`src/rtl/reg_file_port_ctrl_if.sv`:
```
`default_nettype none
// ============================================================================
// Module   : reg_file_port_ctrl_if
// Purpose  : Groups the operand-read handshake, the writeback handshake and
//            the shared register-file port of reg_file_port_ctrl.
// Modports : slave  - the port controller (accepts requests, drives reg_*)
//            master - its environment (datapath requester + register file)
// Signals  : rd_valid/rd_ready/rd_addr_a/rd_addr_b  operand-read request
//            op_valid/op_ready/op_a/op_b            operand response
//            wb_valid/wb_ready/wb_addr/wb_data      writeback request
//            reg_addr1/reg_addr2/reg_din/reg_wr     register-file port
//            reg_out_1/reg_out_2                    register-file read data
// Revision : 1.0 - initial release
// ============================================================================
interface reg_file_port_ctrl_if;
    logic        rd_valid;
    logic        rd_ready;
    logic [4:0]  rd_addr_a;
    logic [4:0]  rd_addr_b;
    logic        op_valid;
    logic        op_ready;
    logic [15:0] op_a;
    logic [15:0] op_b;
    logic        wb_valid;
    logic        wb_ready;
    logic [4:0]  wb_addr;
    logic [15:0] wb_data;
    logic [4:0]  reg_addr1;
    logic [4:0]  reg_addr2;
    logic [15:0] reg_din;
    logic        reg_wr;
    logic [15:0] reg_out_1;
    logic [15:0] reg_out_2;

    modport slave (
        input  rd_valid, rd_addr_a, rd_addr_b, op_ready,
               wb_valid, wb_addr, wb_data, reg_out_1, reg_out_2,
        output rd_ready, op_valid, op_a, op_b, wb_ready,
               reg_addr1, reg_addr2, reg_din, reg_wr
    );

    modport master (
        output rd_valid, rd_addr_a, rd_addr_b, op_ready,
               wb_valid, wb_addr, wb_data, reg_out_1, reg_out_2,
        input  rd_ready, op_valid, op_a, op_b, wb_ready,
               reg_addr1, reg_addr2, reg_din, reg_wr
    );
endinterface
`default_nettype wire

```
`src/rtl/reg_file_port_ctrl.sv`:
```
`default_nettype none
// ============================================================================
// Module   : reg_file_port_ctrl
// Purpose  : Requester-side sequencer for the 32x16 register file. Operand
//            reads own the shared port for one FETCH cycle; writebacks are
//            buffered in a FIFO and drained whenever no read needs the port.
//            Reads that hit a buffered write are forwarded from the FIFO.
// Ports    : clk  - system clock, all state on posedge
//            rst  - synchronous active-high reset
//            bus  - reg_file_port_ctrl_if.slave (request/response/reg port)
// Revision : 1.0 - initial release
// ============================================================================
module reg_file_port_ctrl #(
    parameter int WB_DEPTH = 2
) (
    input wire logic            clk,
    input wire logic            rst,
    reg_file_port_ctrl_if.slave bus
);

    localparam int c_PTR_W = $clog2(WB_DEPTH);
    localparam int c_CNT_W = c_PTR_W + 1;

    localparam logic [1:0] c_ST_IDLE  = 2'd0;
    localparam logic [1:0] c_ST_FETCH = 2'd1;
    localparam logic [1:0] c_ST_HOLD  = 2'd2;

    logic [1:0]         r_state;
    logic [1:0]         w_state_nxt;

    logic [4:0]         r_fifo_addr [WB_DEPTH];
    logic [15:0]        r_fifo_data [WB_DEPTH];
    logic [c_PTR_W-1:0] r_wr_ptr;
    logic [c_PTR_W-1:0] r_rd_ptr;
    logic [c_CNT_W-1:0] r_count;

    logic               w_full;
    logic               w_empty;
    logic               w_rd_ready;
    logic               w_rd_hs;
    logic               w_op_hs;
    logic               w_push;
    logic               w_pop;

    logic [c_PTR_W-1:0] w_idx;
    logic               w_fwd_a_hit;
    logic               w_fwd_b_hit;
    logic [15:0]        w_fwd_a_data;
    logic [15:0]        w_fwd_b_data;
    logic               r_fwd_a_hit;
    logic               r_fwd_b_hit;
    logic [15:0]        r_fwd_a_data;
    logic [15:0]        r_fwd_b_data;

    logic               r_op_valid;
    logic [15:0]        r_op_a;
    logic [15:0]        r_op_b;
    logic [4:0]         r_reg_addr1;
    logic [4:0]         r_reg_addr2;
    logic [15:0]        r_reg_din;
    logic               r_reg_wr;

    assign w_full     = (r_count == c_CNT_W'(WB_DEPTH));
    assign w_empty    = (r_count == '0);
    // A full FIFO blocks new reads so the drain always gets the port.
    assign w_rd_ready = (r_state == c_ST_IDLE) && !w_full;
    assign w_rd_hs    = bus.rd_valid && w_rd_ready;
    assign w_op_hs    = r_op_valid && bus.op_ready;
    assign w_push     = bus.wb_valid && !w_full;

    assign bus.rd_ready  = w_rd_ready;
    assign bus.wb_ready  = !w_full;
    assign bus.op_valid  = r_op_valid;
    assign bus.op_a      = r_op_a;
    assign bus.op_b      = r_op_b;
    assign bus.reg_addr1 = r_reg_addr1;
    assign bus.reg_addr2 = r_reg_addr2;
    assign bus.reg_din   = r_reg_din;
    assign bus.reg_wr    = r_reg_wr;

    always_ff @(posedge clk) begin
        if (rst) begin
            r_state <= c_ST_IDLE;
        end else begin
            r_state <= w_state_nxt;
        end
    end

    // Next state and drain decision. A read handshake takes priority over the
    // drain in IDLE; FETCH never drains because the port carries the read.
    always_comb begin
        w_state_nxt = r_state;
        w_pop       = 1'b0;
        case (r_state)
            c_ST_IDLE: begin
                if (w_rd_hs) begin
                    w_state_nxt = c_ST_FETCH;
                end else begin
                    w_pop = !w_empty;
                end
            end
            c_ST_FETCH: begin
                w_state_nxt = c_ST_HOLD;
            end
            c_ST_HOLD: begin
                w_pop = !w_empty;
                if (w_op_hs) begin
                    w_state_nxt = c_ST_IDLE;
                end
            end
            default: begin
                w_state_nxt = c_ST_IDLE;
            end
        endcase
    end

    // Forwarding search, oldest to youngest so the youngest match wins.
    // Only pre-push contents are searched: a same-edge writeback is not seen.
    always_comb begin
        w_idx        = '0;
        w_fwd_a_hit  = 1'b0;
        w_fwd_b_hit  = 1'b0;
        w_fwd_a_data = '0;
        w_fwd_b_data = '0;
        for (int i = 0; i < WB_DEPTH; i++) begin
            w_idx = r_rd_ptr + c_PTR_W'(i);
            if (c_CNT_W'(i) < r_count) begin
                if (r_fifo_addr[w_idx] == bus.rd_addr_a) begin
                    w_fwd_a_hit  = 1'b1;
                    w_fwd_a_data = r_fifo_data[w_idx];
                end
                if (r_fifo_addr[w_idx] == bus.rd_addr_b) begin
                    w_fwd_b_hit  = 1'b1;
                    w_fwd_b_data = r_fifo_data[w_idx];
                end
            end
        end
    end

    always_ff @(posedge clk) begin
        if (rst) begin
            r_wr_ptr <= '0;
            r_rd_ptr <= '0;
            r_count  <= '0;
        end else begin
            if (w_push) begin
                r_fifo_addr[r_wr_ptr] <= bus.wb_addr;
                r_fifo_data[r_wr_ptr] <= bus.wb_data;
                r_wr_ptr              <= r_wr_ptr + c_PTR_W'(1);
            end
            if (w_pop) begin
                r_rd_ptr <= r_rd_ptr + c_PTR_W'(1);
            end
            case ({w_push, w_pop})
                2'b10:   r_count <= r_count + c_CNT_W'(1);
                2'b01:   r_count <= r_count - c_CNT_W'(1);
                default: r_count <= r_count;
            endcase
        end
    end

    always_ff @(posedge clk) begin
        if (rst) begin
            r_reg_wr     <= 1'b0;
            r_reg_addr1  <= '0;
            r_reg_addr2  <= '0;
            r_reg_din    <= '0;
            r_fwd_a_hit  <= 1'b0;
            r_fwd_b_hit  <= 1'b0;
            r_fwd_a_data <= '0;
            r_fwd_b_data <= '0;
            r_op_valid   <= 1'b0;
            r_op_a       <= '0;
            r_op_b       <= '0;
        end else begin
            r_reg_wr <= w_pop;
            if (w_rd_hs) begin
                r_reg_addr1  <= bus.rd_addr_a;
                r_reg_addr2  <= bus.rd_addr_b;
                r_fwd_a_hit  <= w_fwd_a_hit;
                r_fwd_b_hit  <= w_fwd_b_hit;
                r_fwd_a_data <= w_fwd_a_data;
                r_fwd_b_data <= w_fwd_b_data;
            end else if (w_pop) begin
                r_reg_addr1 <= r_fifo_addr[r_rd_ptr];
                r_reg_din   <= r_fifo_data[r_rd_ptr];
            end
            // The register file read on the FETCH negedge is stable here.
            if (r_state == c_ST_FETCH) begin
                r_op_valid <= 1'b1;
                r_op_a     <= r_fwd_a_hit ? r_fwd_a_data : bus.reg_out_1;
                r_op_b     <= r_fwd_b_hit ? r_fwd_b_data : bus.reg_out_2;
            end else if (w_op_hs) begin
                r_op_valid <= 1'b0;
            end
        end
    end

endmodule
`default_nettype wire

```
`src/flat_wrapper.sv`:
```
// flat-port wrapper written by rule: the top's interface ports become plain ports
module reg_file_port_ctrl_flat 
#(
    parameter int WB_DEPTH = 2
)
  (clk, rst, bus_rd_valid, bus_rd_addr_a, bus_rd_addr_b, bus_op_ready, bus_wb_valid, bus_wb_addr, bus_wb_data, bus_reg_out_1, bus_reg_out_2, bus_rd_ready, bus_op_valid, bus_op_a, bus_op_b, bus_wb_ready, bus_reg_addr1, bus_reg_addr2, bus_reg_din, bus_reg_wr);
  reg_file_port_ctrl_if bus_i ();
  input wire logic clk;
  input wire logic rst;
  input wire logic [$bits(bus_i.rd_valid)-1:0] bus_rd_valid;
  input wire logic [$bits(bus_i.rd_addr_a)-1:0] bus_rd_addr_a;
  input wire logic [$bits(bus_i.rd_addr_b)-1:0] bus_rd_addr_b;
  input wire logic [$bits(bus_i.op_ready)-1:0] bus_op_ready;
  input wire logic [$bits(bus_i.wb_valid)-1:0] bus_wb_valid;
  input wire logic [$bits(bus_i.wb_addr)-1:0] bus_wb_addr;
  input wire logic [$bits(bus_i.wb_data)-1:0] bus_wb_data;
  input wire logic [$bits(bus_i.reg_out_1)-1:0] bus_reg_out_1;
  input wire logic [$bits(bus_i.reg_out_2)-1:0] bus_reg_out_2;
  output wire logic [$bits(bus_i.rd_ready)-1:0] bus_rd_ready;
  output wire logic [$bits(bus_i.op_valid)-1:0] bus_op_valid;
  output wire logic [$bits(bus_i.op_a)-1:0] bus_op_a;
  output wire logic [$bits(bus_i.op_b)-1:0] bus_op_b;
  output wire logic [$bits(bus_i.wb_ready)-1:0] bus_wb_ready;
  output wire logic [$bits(bus_i.reg_addr1)-1:0] bus_reg_addr1;
  output wire logic [$bits(bus_i.reg_addr2)-1:0] bus_reg_addr2;
  output wire logic [$bits(bus_i.reg_din)-1:0] bus_reg_din;
  output wire logic [$bits(bus_i.reg_wr)-1:0] bus_reg_wr;
  assign bus_i.rd_valid = bus_rd_valid;
  assign bus_i.rd_addr_a = bus_rd_addr_a;
  assign bus_i.rd_addr_b = bus_rd_addr_b;
  assign bus_i.op_ready = bus_op_ready;
  assign bus_i.wb_valid = bus_wb_valid;
  assign bus_i.wb_addr = bus_wb_addr;
  assign bus_i.wb_data = bus_wb_data;
  assign bus_i.reg_out_1 = bus_reg_out_1;
  assign bus_i.reg_out_2 = bus_reg_out_2;
  assign bus_rd_ready = bus_i.rd_ready;
  assign bus_op_valid = bus_i.op_valid;
  assign bus_op_a = bus_i.op_a;
  assign bus_op_b = bus_i.op_b;
  assign bus_wb_ready = bus_i.wb_ready;
  assign bus_reg_addr1 = bus_i.reg_addr1;
  assign bus_reg_addr2 = bus_i.reg_addr2;
  assign bus_reg_din = bus_i.reg_din;
  assign bus_reg_wr = bus_i.reg_wr;
  reg_file_port_ctrl #(.WB_DEPTH(WB_DEPTH)) u_core (.clk(clk), .rst(rst), .bus(bus_i));
endmodule
```
`config.mk`:
```
export PLATFORM = sky130hd
export DESIGN_NAME = reg_file_port_ctrl_flat
export DESIGN_NICKNAME = d
export VERILOG_FILES = /design/src/rtl/reg_file_port_ctrl_if.sv /design/src/rtl/reg_file_port_ctrl.sv /design/src/flat_wrapper.sv
export SDC_FILE = /design/constraint.sdc
export NUM_CORES = 1
export LEC_CHECK = 0
export BUFFER_PORTS_ARGS = -buffer_cell sky130_fd_sc_hd__buf_2
export CAP_MARGIN = 15
export CORE_ASPECT_RATIO = 1.2
export CORE_MARGIN = 2
export CORE_UTILIZATION = 45
export DETAILED_ROUTE_END_ITERATION = 8
export PLACE_DENSITY = 0.73
export SLEW_MARGIN = 0
export SYNTH_ARGS = -nofsm -noshare
export SYNTH_HDL_FRONTEND = slang
export SYNTH_SLANG_ARGS = --single-unit
```
`constraint.sdc`:
```
create_clock -name clk -period 2.9 [get_ports clk]
set_input_delay 0.58 -clock clk [delete_from_list [all_inputs] [get_ports clk]]
set_output_delay 0.58 -clock clk [all_outputs]
set_load 0.01 [all_outputs]
```
-- After elaboration in Yosys (flattened, before gate mapping)
Memory sizes are Yosys's and may differ from the RTL's. A register that Yosys moved wholly into a read port is not among the register bits.
Index checks and enable logic that the tools add are counted.
- add/subtract/negate cells: 4
- order comparisons: 2
- equal/unequal tests: 11
- mux-type cells: 35
- bitwise operators: 1
- reductions and logical operators: 13
- operators with widths (operator ; count):
    16-bit two-way mux ; 10
    5-bit equality test ; 4
    1-bit two-way mux ; 18
    5-bit two-way mux ; 2
    2-bit equality test, second input constant ; 3
    2-bit case mux with 3 select lines ; 1
    2-bit nonzero test ; 3
    2-bit by 1-bit equality test with 1-bit output, second input constant ; 2
    1-bit logical AND ; 4
    2-bit logical NOT ; 2
    1-bit by 2-bit less-than comparator with 1-bit output, first input constant ; 2
    2-bit two-way mux ; 2
    2-bit by 1-bit != test with 1-bit output, second input constant ; 2
    2-bit case mux with 2 select lines ; 1
    2-bit AND reduction ; 2
    1-bit adder, second input constant ; 2
    2-bit by 1-bit adder with 2-bit output, second input constant ; 1
    1-bit logical NOT ; 2
    1-bit case mux with 2 select lines ; 1
    2-bit by 1-bit subtractor with 2-bit output, second input constant ; 1
    1-bit NOT ; 1
- bits in registers: 100
- RAM bits: 42
- input bits: 68
- output and inout port bits: 62
- word-level logic and storage cells: 83
- memories: 2
- memory list (memory ; depth ; width ; read ports ; clocked after Yosys merged registers in ; wr ports ; line ; source):
    u_core.r_fifo_data ; 2 ; 16 ; 2 ; 1 ; 1 ; reg_file_port_ctrl.sv:32 ; logic [15:0] r_fifo_data [WB_DEPTH];
    u_core.r_fifo_addr ; 2 ; 5 ; 2 ; 1 ; 1 ; reg_file_port_ctrl.sv:31 ; logic [4:0] r_fifo_addr [WB_DEPTH];

-- Logic depth before layout (Yosys ltp)
Gate-level depths: netlist of the first run.
- word-level depth: 8
- gate-level depth with buffers: 10
- gate-level depth less buffers: 8

-- Worst setup path before layout of the first run
Ideal clock, no wire load.
- path type: in2reg
- start point: input rst
- end point: memory u_core.r_fifo_addr[1][0] (enable)
- library setup time: 0.430 ns
- arrival time: 2.590 ns
- data required time: 2.470 ns
- slack: -0.120 ns
- stages: 3
- path buffers: 2
- cell sequence: clkbuf_1 clkbuf_1 nor3b_1
- cells in the longest elaborated chain, start to end: 2
- ends and longest elaborated chain (element ; line ; source):
    from (decl) ; flat_wrapper.sv:9 ; input wire logic rst;
    1-bit two-way mux ; reg_file_port_ctrl.sv:141 ; if (rst) begin
    1-bit two-way mux (not written as such) ; reg_file_port_ctrl.sv:147 ; r_fifo_addr[r_wr_ptr] <= bus.wb_addr;
    to (decl) ; reg_file_port_ctrl.sv:31 ;
No other way between the ends.

-- Worst setup path in the final report of the first run
- start point: register u_core.r_rd_ptr
- end point: register u_core.r_fwd_a_data[2]
- cells in the longest elaborated chain, start to end: 5
- ends and longest elaborated chain (element ; line ; source):
    from (decl) ; reg_file_port_ctrl.sv:34 ; logic [c_PTR_W-1:0] r_rd_ptr;
    from (signal assigned) ; reg_file_port_ctrl.sv:152 ; r_rd_ptr <= r_rd_ptr + c_PTR_W'(1);
    1-bit adder * ; reg_file_port_ctrl.sv:126 ; w_idx = r_rd_ptr + c_PTR_W'(i);
    memory read 2 x 5 bit ; -- ;
    5-bit equality test ; reg_file_port_ctrl.sv:128 ; if (r_fifo_addr[w_idx] == bus.rd_addr_a) begin
    16-bit two-way mux * ; reg_file_port_ctrl.sv:128 ;
    16-bit two-way mux * ; reg_file_port_ctrl.sv:127 ; if (c_CNT_W'(i) < r_count) begin
    to (signal assigned) ; reg_file_port_ctrl.sv:182 ; r_fwd_a_data <= w_fwd_a_data;
    to (decl) ; reg_file_port_ctrl.sv:52 ; logic [15:0] r_fwd_a_data;
Mark *: on every way between the ends. The rest lies on a longest branch, timed or not.
A chain may end at the register's enable or synchronous reset.

==> flow_summary.yaml, run 1 <==
run_status:
  outcome: "finished clean"
final_layout:
  multiInputGateArea_um2: 3020
  antenna_cells_inserted: 0
  fin_nets: 829
  areaGrowthSynthToFinish_pct: 20.6
  finish.utilization_pct: 55.0
  nFillCells: 1237
  drive_gt1_share_pct: 26.1
  register_area_um2: 3280
yosys:
  proportion_of_netlist_area_held_by_the_largest_area_contributor_pct: 31.1
  synth_seq_area_share_pct: 50.5
  postSynthCellCount: 641
  dominantRegCellSynth: "sky130_fd_sc_hd__dfxtp_1"
  postSynthAreaPerCell_um2: 10.1
  synth_enable_flop_cells: 42
  yosys_warnings: 0
  synth.distinct_cells: 43
  yosys.area.top_type: "sky130_fd_sc_hd__dfxtp_1"
  top_area_cells_in_the_synthesized_netlist: "sky130_fd_sc_hd__dfxtp_1 31%, sky130_fd_sc_hd__edfxtp_1 19%, sky130_fd_sc_hd__mux2i_1 11%"
  postSynthRegisterBits: 143
  netlist_area_um2: 6490
  mappedNetlistNets: 713
  async_reset_ff_share_pct: 0
detailed_routing:
  num_vias: 5058
  detail_route.vias_per_cell: 5.35
  routedWlPerCell_um: 16.5
  drt_first_iter_violations: 345
  antenna_violating_nets_post_route: 0
  routed_wirelength_um: 15600
  route.detailed.drc: 0
  drtPass1Iterations: 7
die:
  initial_utilization_pct: 45.6
  ioPinCount: 130
  die_x_um: 114
  rows: 48
  core_area_um2: 14200
  die_height_um: 136
  die_area_um2: 15400
global_routing:
  maximum_number_of_pins_on_one_net_before_global_route_repair: 65
  track_usage_pct: 20.5
  grt_antenna_before_repair: 0
  grt_pass1_wl_um: 25100
  globalRouteOverflowTotal: 0
  first_global_vias: 4917
clocking:
  h-tree-depth: 4
  clockRootBuffer: "sky130_fd_sc_hd__clkbuf_16"
  worst_skew_pair.late_latency_ns: 0.41
  holdBufCountCts: 0
  cts.repair_timing.setup_buffer_count: 0
  post_cts_resized: 0
  tritoncts: "yes"
  cts.path.max_buffers: 2
  cts.reportedPaths.clkPinSlew_ns: 0.06
  cts_buffers: 17
  tritoncts_num_sinks: 143
timing:
  skew_ns: 0.0116
  min_period_over_period_pct: 81.6
  final.setup.tns_ns: 0
  timing_worst_slew_pin_value_ns: 1.05
  setup_viol: 0
  grt_setup_unrepaired: "false"
  maxSlewViolCount: 0
  hold_viol_final: 0
  slew_headroom_pct: 30.2
  clock.fmax_mhz: 422
  period_needed_ns: 2.37
  hold_ws_ns: 0.354
placement:
  dpl.hpwl_um: 11300
  io_buffers: 129
  routabilityCongestion: 0.869
critical_path:
  crit_start: "u_core.r_rd_ptr"
  cpMaxStageDelayCell: "sky130_fd_sc_hd__o211ai_2"
  critPathRequiredTime_ns: 3.16
  critical_path.cell_chain: "mux2i_1, xor2_1, nand4_1, buf_4, o211ai_2, o2bb2ai_1"
  startpoint_type: "flop"
  worst-setup-path-type: "flop to flop"
  worstRegToRegCells: 6
  timing.critical_path.arrival_ns: 2.63
  timing.critical_path.buf_inv: 1
  max_stage_delay_ns: 0.56
  r2r_slack_ns: 0.53
  regToRegStartpoint: "u_core.r_rd_ptr"
  critical_path.reg2reg.endpoint: "u_core.r_fwd_a_data[2]"
  path_max_fanout: 19
  cp-end-kind: "flop"
  critical_path.top_delay_family: "compound AO/OA/AOI/OAI gates"
power:
  vdd.ir_drop.worst_mv: 0.491
  leakage_power_summed_over_all_cells_nw: 3.04
  power-per-cell-area_nw_per_um2: 883
worst_hold_path:
  hold_path.startpoint: "bus_wb_data[15]"
  hold_path_end: "u_core.r_fifo_data[0][15]"
  timing.hold.worst.class: "primary input to flop"
  worst_hold_path.num_cells: 1
job:
  maxCapViolCount: 0
placed cells by master (no fill, tap or decap), types with 2 or more instances in the layout:
cell and instances:
sky130_fd_sc_hd__a31oi_1 16, sky130_fd_sc_hd__buf_2 129, sky130_fd_sc_hd__o21bai_1 16, sky130_fd_sc_hd__clkbuf_1 2
sky130_fd_sc_hd__o21ai_0 15, sky130_fd_sc_hd__nor3_2 2, sky130_fd_sc_hd__nor2_1 106, sky130_fd_sc_hd__nand2b_1 20
sky130_fd_sc_hd__a211oi_1 35, sky130_fd_sc_hd__mux2_2 16, sky130_fd_sc_hd__clkinv_2 4, sky130_fd_sc_hd__o211ai_1 5
sky130_fd_sc_hd__clkbuf_16 17, sky130_fd_sc_hd__nand2_1 55, sky130_fd_sc_hd__ha_1 4, sky130_fd_sc_hd__o22ai_1 16
sky130_fd_sc_hd__xor2_1 13, sky130_fd_sc_hd__xnor2_1 10, sky130_fd_sc_hd__dfxtp_1 101, sky130_fd_sc_hd__o2bb2ai_1 15
sky130_fd_sc_hd__a21oi_1 12, sky130_fd_sc_hd__edfxtp_1 42, sky130_fd_sc_hd__buf_4 14, sky130_fd_sc_hd__clkbuf_8 4
sky130_fd_sc_hd__nand4_1 2, sky130_fd_sc_hd__inv_1 3, sky130_fd_sc_hd__clkinvlp_4 2, sky130_fd_sc_hd__mux2i_1 73
where the power goes:
group / internal, mW / total, mW / switching [mW]
clock network: 1.18 / 2.00 / 0.817
registers: 2.41 / 2.69 / 0.279
logic: 0.958 / 2.22 / 1.27
how the worst max path moves through the flow:
stage,endpoint,cells past startpoint,slack [ns]
after floorplan,u_core.r_count[0],9,0.58
final,u_core.r_fwd_a_data[2],6,0.53
after CTS,u_core.r_fwd_a_data[2],6,0.56
after global placement,u_core.r_fwd_a_data[2],6,0.73
after detailed placement,u_core.r_fwd_a_data[2],6,0.63
after global routing,u_core.r_fwd_a_data[2],6,0.32
cell families (layout without fill, tap and decap cells):
family / count (synthesis) / count (layout) / synth area share [%]
XOR/XNOR: 24 / 24 / 3.35
flip-flops: 143 / 143 / 50.5
buffers and inverters: 49 / 178 / 3.41
adder cells (fa/ha/maj): 4 / 4 / 0.771
AND/OR/NAND/NOR: 195 / 195 / 13.0
AO/OA/AOI/OAI: 136 / 136 / 14.5
multiplexers: 90 / 90 / 14.4
flip-flops by register name, indices dropped and copies added, names as in the netlist, 2 cells and up, named ones only:
name	cells
u_core.bus.op_b	16
u_core.bus.op_a	16
u_core.bus.reg_addr2	5
u_core.r_state	2
u_core.r_fifo_addr	10
u_core.bus.reg_addr1	5
u_core.r_fwd_a_data	16
u_core.r_fwd_b_data	16
u_core.bus.reg_din	16
u_core.r_fifo_data	32
u_core.r_count	2
metal layers:
metal	up-vias	routed length (um)	track usage, %	share of wire [%]
met5	-	0	0	0
met4	0	210	6.57	1.3
li1	2524	-	-	-
met1	2339	7190	27.6	46
met3	16	830	4.25	5.3
met2	179	7380	33.1	47
metrics by stage:
stage	instance area, um2	instances	setup WS (ns)	total power [mW]
after floorplan	6500	641	0.584	4.32
after global placement	7290	913	0.731	4.87
after detailed placement	7290	913	0.628	4.94
after CTS	7830	945	0.560	6.95
after global routing	7830	945	0.324	7.32
final	7830	945	0.532	6.92
cell type report:
type | count | area share (%)
clock buffers | 23 | 6.23
clock inverters | 9 | 0.751
inverters | 3 | 0.144
multi-input cells | 449 | 38.6
flip-flops and latches | 143 | 41.9
well taps | 175 | 2.80
repair buffers | 143 | 9.58
synth_stat cells, types with 2 or more instances:
| library cell | count |
|---|---|
| sky130_fd_sc_hd__mux2_2 | 16 |
| sky130_fd_sc_hd__buf_1 | 6 |
| sky130_fd_sc_hd__clkbuf_1 | 27 |
| sky130_fd_sc_hd__xnor2_1 | 10 |
| sky130_fd_sc_hd__o21bai_1 | 16 |
| sky130_fd_sc_hd__dfxtp_1 | 101 |
| sky130_fd_sc_hd__nor2_1 | 106 |
| sky130_fd_sc_hd__a211oi_1 | 35 |
| sky130_fd_sc_hd__buf_6 | 3 |
| sky130_fd_sc_hd__nand2_1 | 55 |
| sky130_fd_sc_hd__mux2i_1 | 73 |
| sky130_fd_sc_hd__nand2b_1 | 20 |
| sky130_fd_sc_hd__o211ai_1 | 5 |
| sky130_fd_sc_hd__o22ai_1 | 16 |
| sky130_fd_sc_hd__ha_1 | 4 |
| sky130_fd_sc_hd__buf_2 | 9 |
| sky130_fd_sc_hd__a21oi_1 | 12 |
| sky130_fd_sc_hd__o21ai_0 | 15 |
| sky130_fd_sc_hd__a31oi_1 | 16 |
| sky130_fd_sc_hd__nor3_1 | 3 |
| sky130_fd_sc_hd__edfxtp_1 | 42 |
| sky130_fd_sc_hd__xor2_1 | 13 |
| sky130_fd_sc_hd__nand4_1 | 2 |
| sky130_fd_sc_hd__inv_1 | 3 |
| sky130_fd_sc_hd__o2bb2ai_1 | 15 |
Power figures use the tool's default switching activity.
==> run 2: changes to the inputs <==
--- a/config.mk
+++ b/config.mk
@@ -11,7 +11,7 @@
 export CORE_MARGIN = 2
 export CORE_UTILIZATION = 45
 export DETAILED_ROUTE_END_ITERATION = 8
-export PLACE_DENSITY = 0.73
+export PLACE_DENSITY = 0.7
 export SLEW_MARGIN = 0
 export SYNTH_ARGS = -nofsm -noshare
 export SYNTH_HDL_FRONTEND = slang
==> constraint.sdc (replaced) <==
create_clock -name clk -period 2.3 [get_ports clk]
set_input_delay 0.46 -clock clk [delete_from_list [all_inputs] [get_ports clk]]
set_output_delay 0.46 -clock clk [all_outputs]
set_load 0.01 [all_outputs]
==> flow_summary.yaml, run 2 (synthesized netlist as in run 1, its figures left out) <==
global_routing:
  grt_antenna_before_repair: 0
  maximum_number_of_pins_on_one_net_before_global_route_repair: 65
  grt_util_met3_pct: 4.65
  grt_pass1_wl_um: 25400
  grt-busiest-layer: "met2"
  groute.layer.met1.usage_pct: 29.1
  track_usage_pct: 20.9
  first_global_vias: 4915
  globalRouteOverflowTotal: 0
  use_met2_pct: 32.8
critical_path:
  timing.critical_path.arrival_ns: 2.43
  worst-setup-path-type: "flop to flop"
  timing.critical_path.buf_inv: 0
  path_max_fanout: 16
  worstRegToRegCells: 5
  startpoint_type: "flop"
  cp-end-kind: "flop"
  critical_path.reg2reg.endpoint: "u_core.r_fwd_b_data[7]"
  critPathRequiredTime_ns: 2.63
  critical_path.cell_chain: "mux2i_1, xor2_1, nand4_1, a311o_2, o22ai_1"
  cpMaxStageDelayCell: "sky130_fd_sc_hd__a311o_2"
  r2r_slack_ns: 0.20
  max_stage_delay_ns: 0.54
  critical_path.top_delay_family: "compound AO/OA/AOI/OAI gates"
power:
  power-per-cell-area_nw_per_um2: 1120
  vdd.ir_drop.worst_mv: 0.470
  leakage_power_summed_over_all_cells_nw: 3.07
run_status:
  outcome: "finished clean"
timing:
  skew_ns: 0.0102
  final.setup.tns_ns: 0
  min_period_over_period_pct: 91.3
  grt_setup_unrepaired: "false"
  period_needed_ns: 2.10
  setup_ws_ns: 0.201
  hold_ws_ns: 0.232
  timing_worst_slew_pin_value_ns: 0.644
  slew_headroom_pct: 56.9
  hold_viol_final: 0
  maxSlewViolCount: 0
  setup_viol: 0
  clock.fmax_mhz: 476
clocking:
  cts.reportedPaths.clkPinSlew_ns: 0.06
  worst_skew_pair.late_latency_ns: 0.42
  cts_buffers: 17
  cts.repair_timing.setup_buffer_count: 0
  tritoncts_num_sinks: 143
  h-tree-depth: 4
  cts.path.max_buffers: 2
  clockRootBuffer: "sky130_fd_sc_hd__clkbuf_16"
  tritoncts: "yes"
final_layout:
  drive_gt1_share_pct: 26.4
  finish.utilization_pct: 55.6
  max_flop_register: "u_core.r_fifo_data"
  areaGrowthSynthToFinish_pct: 21.8
  mostFrequentLayoutCells: "129 x sky130_fd_sc_hd__buf_2, 106 x sky130_fd_sc_hd__nor2_1, 101 x sky130_fd_sc_hd__dfxtp_1"
  antenna_cells_inserted: 0
  multiInputGateArea_um2: 3040
  register_area_um2: 3280
  final_common_cell: "sky130_fd_sc_hd__buf_2"
  nFillCells: 1274
  fin_nets: 831
  largest_reg_flops: 32
worst_hold_path:
  timing.hold.worst.class: "primary input to flop"
  hold_path_end: "u_core.r_fifo_data[1][10]"
  worst_hold_path.num_cells: 1
  hold_path.startpoint: "bus_wb_data[10]"
detailed_routing:
  detail_route.vias_per_cell: 5.29
  drtPass1Iterations: 5
  antenna_violating_nets_post_route: 0
  drt_first_iter_violations: 291
  routedWlPerCell_um: 16.6
  route.detailed.drc: 0
  num_vias: 5006
  routed_wirelength_um: 15700
die:
  die_area_um2: 15400
  die_x_um: 114
  die_height_um: 136
  ioPinCount: 130
  rows: 48
  core_area_um2: 14200
  initial_utilization_pct: 45.6
job:
  maxCapViolCount: 0
placement:
  dpl.hpwl_um: 11500
  io_buffers: 129
  dp_worst_setup_slack_ns: 0.122
  routabilityCongestion: 0.853
run 2: what timing repair did:
item	CTS	global route
hold buffers	0	0
setup endpoints to repair	0	15
gates resized for setup	0	2
run 2: stage by stage:
stage	instance area (um2)	std cells	power [mW]
after floorplan	6510	641	5.45
after global placement	7310	915	6.19
after detailed placement	7310	915	6.27
after CTS	7890	947	8.93
after global routing	7910	947	9.40
final	7910	947	8.90
run 2: worst max path at each step:
stage | from | endpoint | cells after the start
after global routing | u_core.r_rd_ptr | u_core.r_fwd_b_data[14] | 5
after detailed placement | flop | u_core.r_fwd_a_data[12] | 5
after floorplan | u_core.r_count[0] | u_core.r_fifo_addr[1][0] | 5
after CTS | flop | u_core.r_fwd_a_data[12] | 5
after global placement | flop | u_core.r_fwd_a_data[15] | 5
final | flop | u_core.r_fwd_b_data[7] | 5
run 2: worst reg2reg max path, cell delays in order, from the launching register on:
cell and delay (ns):
sky130_fd_sc_hd__dfxtp_1 0.48, sky130_fd_sc_hd__mux2i_1 0.41, sky130_fd_sc_hd__xor2_1 0.23, sky130_fd_sc_hd__nand4_1 0.17, sky130_fd_sc_hd__a311o_2 0.54, sky130_fd_sc_hd__o22ai_1 0.18
run 2: power by group:
part	internal, mW	switching (mW)	total (mW)
sequential	3.04	0.283	3.33
combinational	1.23	1.70	2.93
clock	1.63	1.02	2.64
total	5.90	3.00	8.90
run 2: routing by layer:
metal | vias up | share of wire [%]
met5 | - | 0
met4 | 0 | 1.0
met1 | 2309 | 48
met3 | 16 | 4.8
met2 | 151 | 46
li1 | 2530 | -
run 2: final cells by class:
cell class	count	share of cell area [%]
Timing Repair Buffer	145	9.84
Inverter	3	0.142
Multi-Input combinational cell	449	38.4
Tap cell	175	2.77
Clock buffer	22	6.26
Sequential cell	143	41.5
Clock inverter	10	1.04
